### src/rtl/wb_trace_monitor.sv
// Writeback trace monitor: watches a core's PC and register writeback port,
// detects program completion (PC stuck) or a watchdog timeout, gathers
// retire/write statistics and queues traced writes in a show-ahead FIFO.
module wb_trace_monitor #(
  parameter int unsigned XLEN        = 32,
  parameter int unsigned RA_W        = 5,
  parameter int unsigned DEPTH       = 16,
  parameter int unsigned STALL_LIMIT = 8,
  parameter int unsigned MAX_CYCLES  = 4096
) (
  input  logic            clk,
  input  logic            reset,
  input  logic            start,
  input  logic [XLEN-1:0] pc,
  input  logic [XLEN-1:0] write_back_data,
  input  logic [RA_W-1:0] rd_addr,
  input  logic            regWrite,
  input  logic            trace_rd_en,
  output logic            trace_valid,
  output logic [XLEN-1:0] trace_pc,
  output logic [RA_W-1:0] trace_rd,
  output logic [XLEN-1:0] trace_data,
  output logic            trace_overflow,
  output logic            program_completed,
  output logic            timeout,
  output logic [31:0]     cycle_count,
  output logic [31:0]     retire_count,
  output logic [31:0]     write_count
);

  localparam int unsigned AW = $clog2(DEPTH);
  localparam int unsigned CW = AW + 1;
  localparam int unsigned SW = $clog2(STALL_LIMIT + 1);
  localparam int unsigned NW = 32;

  typedef enum logic [1:0] {
    S_IDLE    = 2'd0,
    S_RUN     = 2'd1,
    S_DONE    = 2'd2,
    S_TIMEOUT = 2'd3
  } state_e;

  state_e          state_q, state_d;
  logic [XLEN-1:0] prev_pc_q, prev_pc_d;
  logic [SW-1:0]   stall_q, stall_d;
  logic [NW-1:0]   cycle_q, cycle_d;
  logic [NW-1:0]   retire_q, retire_d;
  logic [NW-1:0]   write_q, write_d;
  logic [AW-1:0]   wr_ptr_q, wr_ptr_d;
  logic [AW-1:0]   rd_ptr_q, rd_ptr_d;
  logic [CW-1:0]   count_q, count_d;
  logic            ovf_q, ovf_d;
  logic            done_q, done_d;
  logic            tout_q, tout_d;

  logic [XLEN-1:0] mem_pc_q   [DEPTH];
  logic [RA_W-1:0] mem_rd_q   [DEPTH];
  logic [XLEN-1:0] mem_data_q [DEPTH];

  logic clear_c;
  logic push_req_c;
  logic push_ok_c;
  logic pop_c;
  logic full_c;

  // Next-state: FSM, statistics and FIFO bookkeeping
  always_comb begin
    state_d    = state_q;
    prev_pc_d  = prev_pc_q;
    stall_d    = stall_q;
    cycle_d    = cycle_q;
    retire_d   = retire_q;
    write_d    = write_q;
    wr_ptr_d   = wr_ptr_q;
    rd_ptr_d   = rd_ptr_q;
    count_d    = count_q;
    ovf_d      = ovf_q;
    clear_c    = 1'b0;
    push_req_c = 1'b0;
    push_ok_c  = 1'b0;
    full_c     = (count_q == CW'(DEPTH));
    pop_c      = trace_rd_en && (count_q != '0);

    case (state_q)
      S_IDLE: begin
        if (start) begin
          state_d   = S_RUN;
          prev_pc_d = pc;
          stall_d   = '0;
          cycle_d   = '0;
          retire_d  = '0;
          write_d   = '0;
          ovf_d     = 1'b0;
          clear_c   = 1'b1;
        end
      end
      S_RUN: begin
        if (!start) begin
          state_d = S_IDLE;
        end else begin
          cycle_d = (cycle_q == '1) ? cycle_q : cycle_q + NW'(1);
          if (pc != prev_pc_q) begin
            retire_d = retire_q + NW'(1);
            stall_d  = '0;
          end else begin
            stall_d = stall_q + SW'(1);
          end
          prev_pc_d = pc;
          if (regWrite && (rd_addr != '0)) begin
            push_req_c = 1'b1;
            write_d    = write_q + NW'(1);
          end
          // Completion has priority over the watchdog on a tie
          if (stall_d == SW'(STALL_LIMIT)) begin
            state_d = S_DONE;
          end else if (cycle_d == NW'(MAX_CYCLES)) begin
            state_d = S_TIMEOUT;
          end
        end
      end
      default: begin
        if (!start) begin
          state_d = S_IDLE;
        end
      end
    endcase

    if (clear_c) begin
      wr_ptr_d = '0;
      rd_ptr_d = '0;
      count_d  = '0;
    end else begin
      // A push into a full FIFO only survives if a pop frees a slot this cycle
      push_ok_c = push_req_c && (!full_c || pop_c);
      if (push_req_c && full_c && !pop_c) begin
        ovf_d = 1'b1;
      end
      if (push_ok_c) begin
        wr_ptr_d = wr_ptr_q + AW'(1);
      end
      if (pop_c) begin
        rd_ptr_d = rd_ptr_q + AW'(1);
      end
      case ({push_ok_c, pop_c})
        2'b10:   count_d = count_q + CW'(1);
        2'b01:   count_d = count_q - CW'(1);
        default: count_d = count_q;
      endcase
    end

    done_d = (state_d == S_DONE);
    tout_d = (state_d == S_TIMEOUT);
  end

  // State and counter registers
  always_ff @(posedge clk or negedge reset) begin
    if (!reset) begin
      state_q   <= S_IDLE;
      prev_pc_q <= '0;
      stall_q   <= '0;
      cycle_q   <= '0;
      retire_q  <= '0;
      write_q   <= '0;
      wr_ptr_q  <= '0;
      rd_ptr_q  <= '0;
      count_q   <= '0;
      ovf_q     <= 1'b0;
      done_q    <= 1'b0;
      tout_q    <= 1'b0;
    end else begin
      state_q   <= state_d;
      prev_pc_q <= prev_pc_d;
      stall_q   <= stall_d;
      cycle_q   <= cycle_d;
      retire_q  <= retire_d;
      write_q   <= write_d;
      wr_ptr_q  <= wr_ptr_d;
      rd_ptr_q  <= rd_ptr_d;
      count_q   <= count_d;
      ovf_q     <= ovf_d;
      done_q    <= done_d;
      tout_q    <= tout_d;
    end
  end

  // Trace storage; validity is tracked by the occupancy count, not the array
  always_ff @(posedge clk) begin
    if (push_ok_c) begin
      mem_pc_q[wr_ptr_q]   <= pc;
      mem_rd_q[wr_ptr_q]   <= rd_addr;
      mem_data_q[wr_ptr_q] <= write_back_data;
    end
  end

  assign trace_valid       = (count_q != '0);
  assign trace_pc          = mem_pc_q[rd_ptr_q];
  assign trace_rd          = mem_rd_q[rd_ptr_q];
  assign trace_data        = mem_data_q[rd_ptr_q];
  assign trace_overflow    = ovf_q;
  assign program_completed = done_q;
  assign timeout           = tout_q;
  assign cycle_count       = cycle_q;
  assign retire_count      = retire_q;
  assign write_count       = write_q;

endmodule

### config.mk
export PLATFORM = sky130hd
export DESIGN_NAME = wb_trace_monitor
export DESIGN_NICKNAME = d
export VERILOG_FILES = /design/src/rtl/wb_trace_monitor.sv
export SDC_FILE = /design/constraint.sdc
export NUM_CORES = 1
export LEC_CHECK = 0
export CORE_ASPECT_RATIO = 0.75
export CORE_MARGIN = 5
export CORE_UTILIZATION = 55
export DETAILED_ROUTE_END_ITERATION = 12
export PLACE_DENSITY = 0.83
export SLEW_MARGIN = 10
export SYNTH_ARGS = -nofsm -noshare
export SYNTH_HDL_FRONTEND = slang
export SYNTH_SLANG_ARGS = --single-unit
### constraint.sdc
create_clock -name clk -period 4.3 [get_ports clk]
set_clock_uncertainty 0.2 [all_clocks]
set_input_delay 1.29 -clock clk [delete_from_list [all_inputs] [get_ports clk]]
set_output_delay 1.29 -clock clk [all_outputs]
set_load 0.005 [all_outputs]
==> flow_metrics.env <==
export IMPL_die_y_um=271
export IMPL_drt_iter0_drc=4208
export IMPL_cts_tree="built"
export IMPL_critPathKind="register to output pin"
export IMPL_dp_hpwl_um=73100
export IMPL_ys_seq_elements=1254
export IMPL_drt_wl_total_um=148000
export IMPL_cp_required_ps=2810
export IMPL_area_growth_pct=22.3
export IMPL_grt_use_total=0.305
export IMPL_start_kind="register"
export IMPL_power_uw=33300
export IMPL_maxCapViolations=0
export IMPL_cts_made_buffers=113
export IMPL_cts_hold_buf=0
export IMPL_synth_cell_types=64
export IMPL_grt_pass1_vias=29679
export IMPL_clk_pin_slew_worst_paths_ps=70
export IMPL_critical_path_arrival_ps=3080
export IMPL_die_area_um2=96700
export IMPL_syn_nets=2608
export IMPL_synth_async_sr_flop_share=0.120
export IMPL_drv_slew=0
export IMPL_io_buffers=242
export IMPL_postLayoutCoreUtil=0.678
export IMPL_outcome="complete, but fails checks"
export IMPL_min_period_ps=4570
export IMPL_hold_violations=0
export IMPL_end_kind="output pin"
export IMPL_yosysWarningCount=0
export IMPL_worst_slew_pin_slew_ps=1260
export IMPL_syn_area_um2=49800
export IMPL_syn_area_per_cell_um2=19.7
export IMPL_ios=243
export IMPL_cts_sink_count=1254
export IMPL_drc=0
export IMPL_grt_pass1_wl_um=213000
export IMPL_min_path_type="register to register"
export IMPL_gp_congestion=0.914
export IMPL_drive_gt1_frac=0.284
export IMPL_dr_pass1_iters=7
export IMPL_power_leakage_uw=0.0203
export IMPL_cts_root_buf="clkbuf_16"
export IMPL_grt_max_degree=95
export IMPL_worst_path_max_fanout=8
export IMPL_fin_cells=4331
export IMPL_initial_core_util=0.555
export IMPL_peakVddDrop_uv=390
export IMPL_viasPerCell=6.69
export IMPL_failed_checks="negative setup slack"
export IMPL_grt_overflow_total=0
export IMPL_vias=28986
export IMPL_postSynthCellCount=2521
export IMPL_route_antenna_remaining_nets=0
export IMPL_clock_latency_ps=740
export IMPL_powerDensity_nw_per_um2=547
export IMPL_synth_edff_count=1104
export IMPL_layout_worst_path_cycle_share=1.06
export IMPL_cts_htree_levels=3
export IMPL_rsz0062_at_grt="true"
export IMPL_layout_nets=3100
export IMPL_cts_buffer_depth=3
export IMPL_wl_per_cell_um=34.1
export IMPL_die_w_um=357
export IMPL_synthFlopType="edfxtp_1"
export IMPL_fp_row_count=95
export IMPL_layout_setup_ws_ps=-273
export IMPL_dp_cells=4010
export IMPL_max_freq_mhz=219
export IMPL_antenna_found_initial=8
export IMPL_finalSetupViolations=65
export IMPL_synth_seq_area_share=0.741
export IMPL_relSlewSlack=0.155
export IMPL_core_um2=89700
[registers in the layout (all words and copies together) (netlist names), 2 cells and up]
signal	count
cycle_count	32
wr_ptr_q	4
mem_rd_q	80
mem_data_q	512
stall_q	4
prev_pc_q	32
write_count	32
mem_pc_q	512
rd_ptr_q	4
count_q	5
retire_count	32
state_q	2
[placed cells by master, fill, tap and decap left out, drive strengths merged, types with 7 or more instances in the layout]
cell type / n
or3: 26
o21ai: 54
nor3: 18
a31oi: 9
clkbuf: 155
bufinv: 11
or4: 8
a21oi: 79
buf: 323
ha: 12
inv: 21
and2: 22
and3: 21
edfxtp: 1104
xor2: 73
xnor2: 17
diode: 7
nor2: 93
clkdlybuf4s50: 172
mux4: 345
nor4: 20
and4: 12
clkinv: 47
nand2: 166
dfrtp: 150
nand3: 52
nand4: 31
[path summary, 6_finish.rpt]
kind / slack, ps / start / to / depth (start not counted)
worst max-delay path: -270 / rd_ptr_q[0]$_DFFE_PN0P_ / trace_pc[22] / 8
worst min-delay path: 300 / prev_pc_q[22]$_DFFE_PN0P_ / prev_pc_q[22]$_DFFE_PN0P_ / 2
worst max register to register: 800 / count_q[1]$_DFFE_PN0P_ / count_q[4]$_DFFE_PN0P_ / 10
worst min register to register: 300 / prev_pc_q[22]$_DFFE_PN0P_ / prev_pc_q[22]$_DFFE_PN0P_ / 2
max in group asynchronous: 2500 / reset / write_count[11]$_DFFE_PN0P_ / 2
min in group asynchronous: 500 / reset / cycle_count[11]$_DFFE_PN0P_ / 1
[synthesized netlist by cell type, types with 16 or more instances]
cell type  count  area (µm²)
edfxtp_1    1104       33200
mux4_2       345        7770
nand2_1      166         623
dfrtp_1      150        3750
nor2_1        93         349
clkbuf_1      83         312
xor2_1        73         639
a21oi_1       72         360
o21ai_0       53         265
nand3_1       51         255
buf_1         34         128
nand4_1       29         181
or3_1         25         156
and2_1        22         138
and3_1        21         131
nor4_1        19         119
nor3_1        18        90.1
xnor2_1       17         149
inv_1         16        60.1
[power by group]
group | leakage (µW) | total [µW] | internal [µW] | switching, µW
combinational | 0.00658 | 9290 | 5200 | 4090
sequential | 0.0119 | 13500 | 13400 | 149
clock | 0.00181 | 10400 | 5630 | 4800
total | 0.0203 | 33300 | 24200 | 9040
[logic make-up after synthesis]
group                      synth area share
DFF                                   0.741
and+or+nand+nor                      0.0476
muxes                                 0.157
AOI/OAI and AO/OA                    0.0227
buffers and inverters                0.0117
xor gates and xnor gates             0.0158
adders and majority gates           0.00342
[routing by layer]
layer,share of wire,wire (µm),GRT usage
met1,0.34,50600,0.404
met2,0.50,73700,0.504
met3,0.12,17000,0.0672
met4,0.044,6460,0.113
met5,0.00040,59,0
[critical path, stage by stage (launching register included)]
cell       delay, ps
dfrtp_4          510
buf_12           160
buf_16           160
buf_12           140
clkbuf_16        150
buf_6            110
mux4_2           460
mux4_2           510
buf_6            140
[area by class of cell]
cell class              instances  area [µm²]
well taps                    1212        1520
flip-flops and latches       1254       36900
clock inverters                66         723
inverters                      17        63.8
diodes                          7        17.5
clock buffers                 148        3000
fillers                      5189       28900
multi-input cells            1120       12400
repair buffers                507        6290
[metrics by stage]
stage                     instance area (µm²)  setup WS, ps  hold slack, ps  setup TNS, ps
after CTS                               60500          -222             298          -8220
final                                   60900          -273             295          -9520
after global routing                    60900          -295             329         -12230
after detailed placement                55500          -149             283           -941
after global placement                  55500          -192             277           -610
after floorplan                         49800           275             266              0
[what timing repair did]
item | CTS | global route
gates cloned | 22 | 4
setup buffers | 59 | 28
endpoints found under the setup margin | 69 | 64
gates resized for setup | 358 | 63
(Power assumes the default switching activity.)
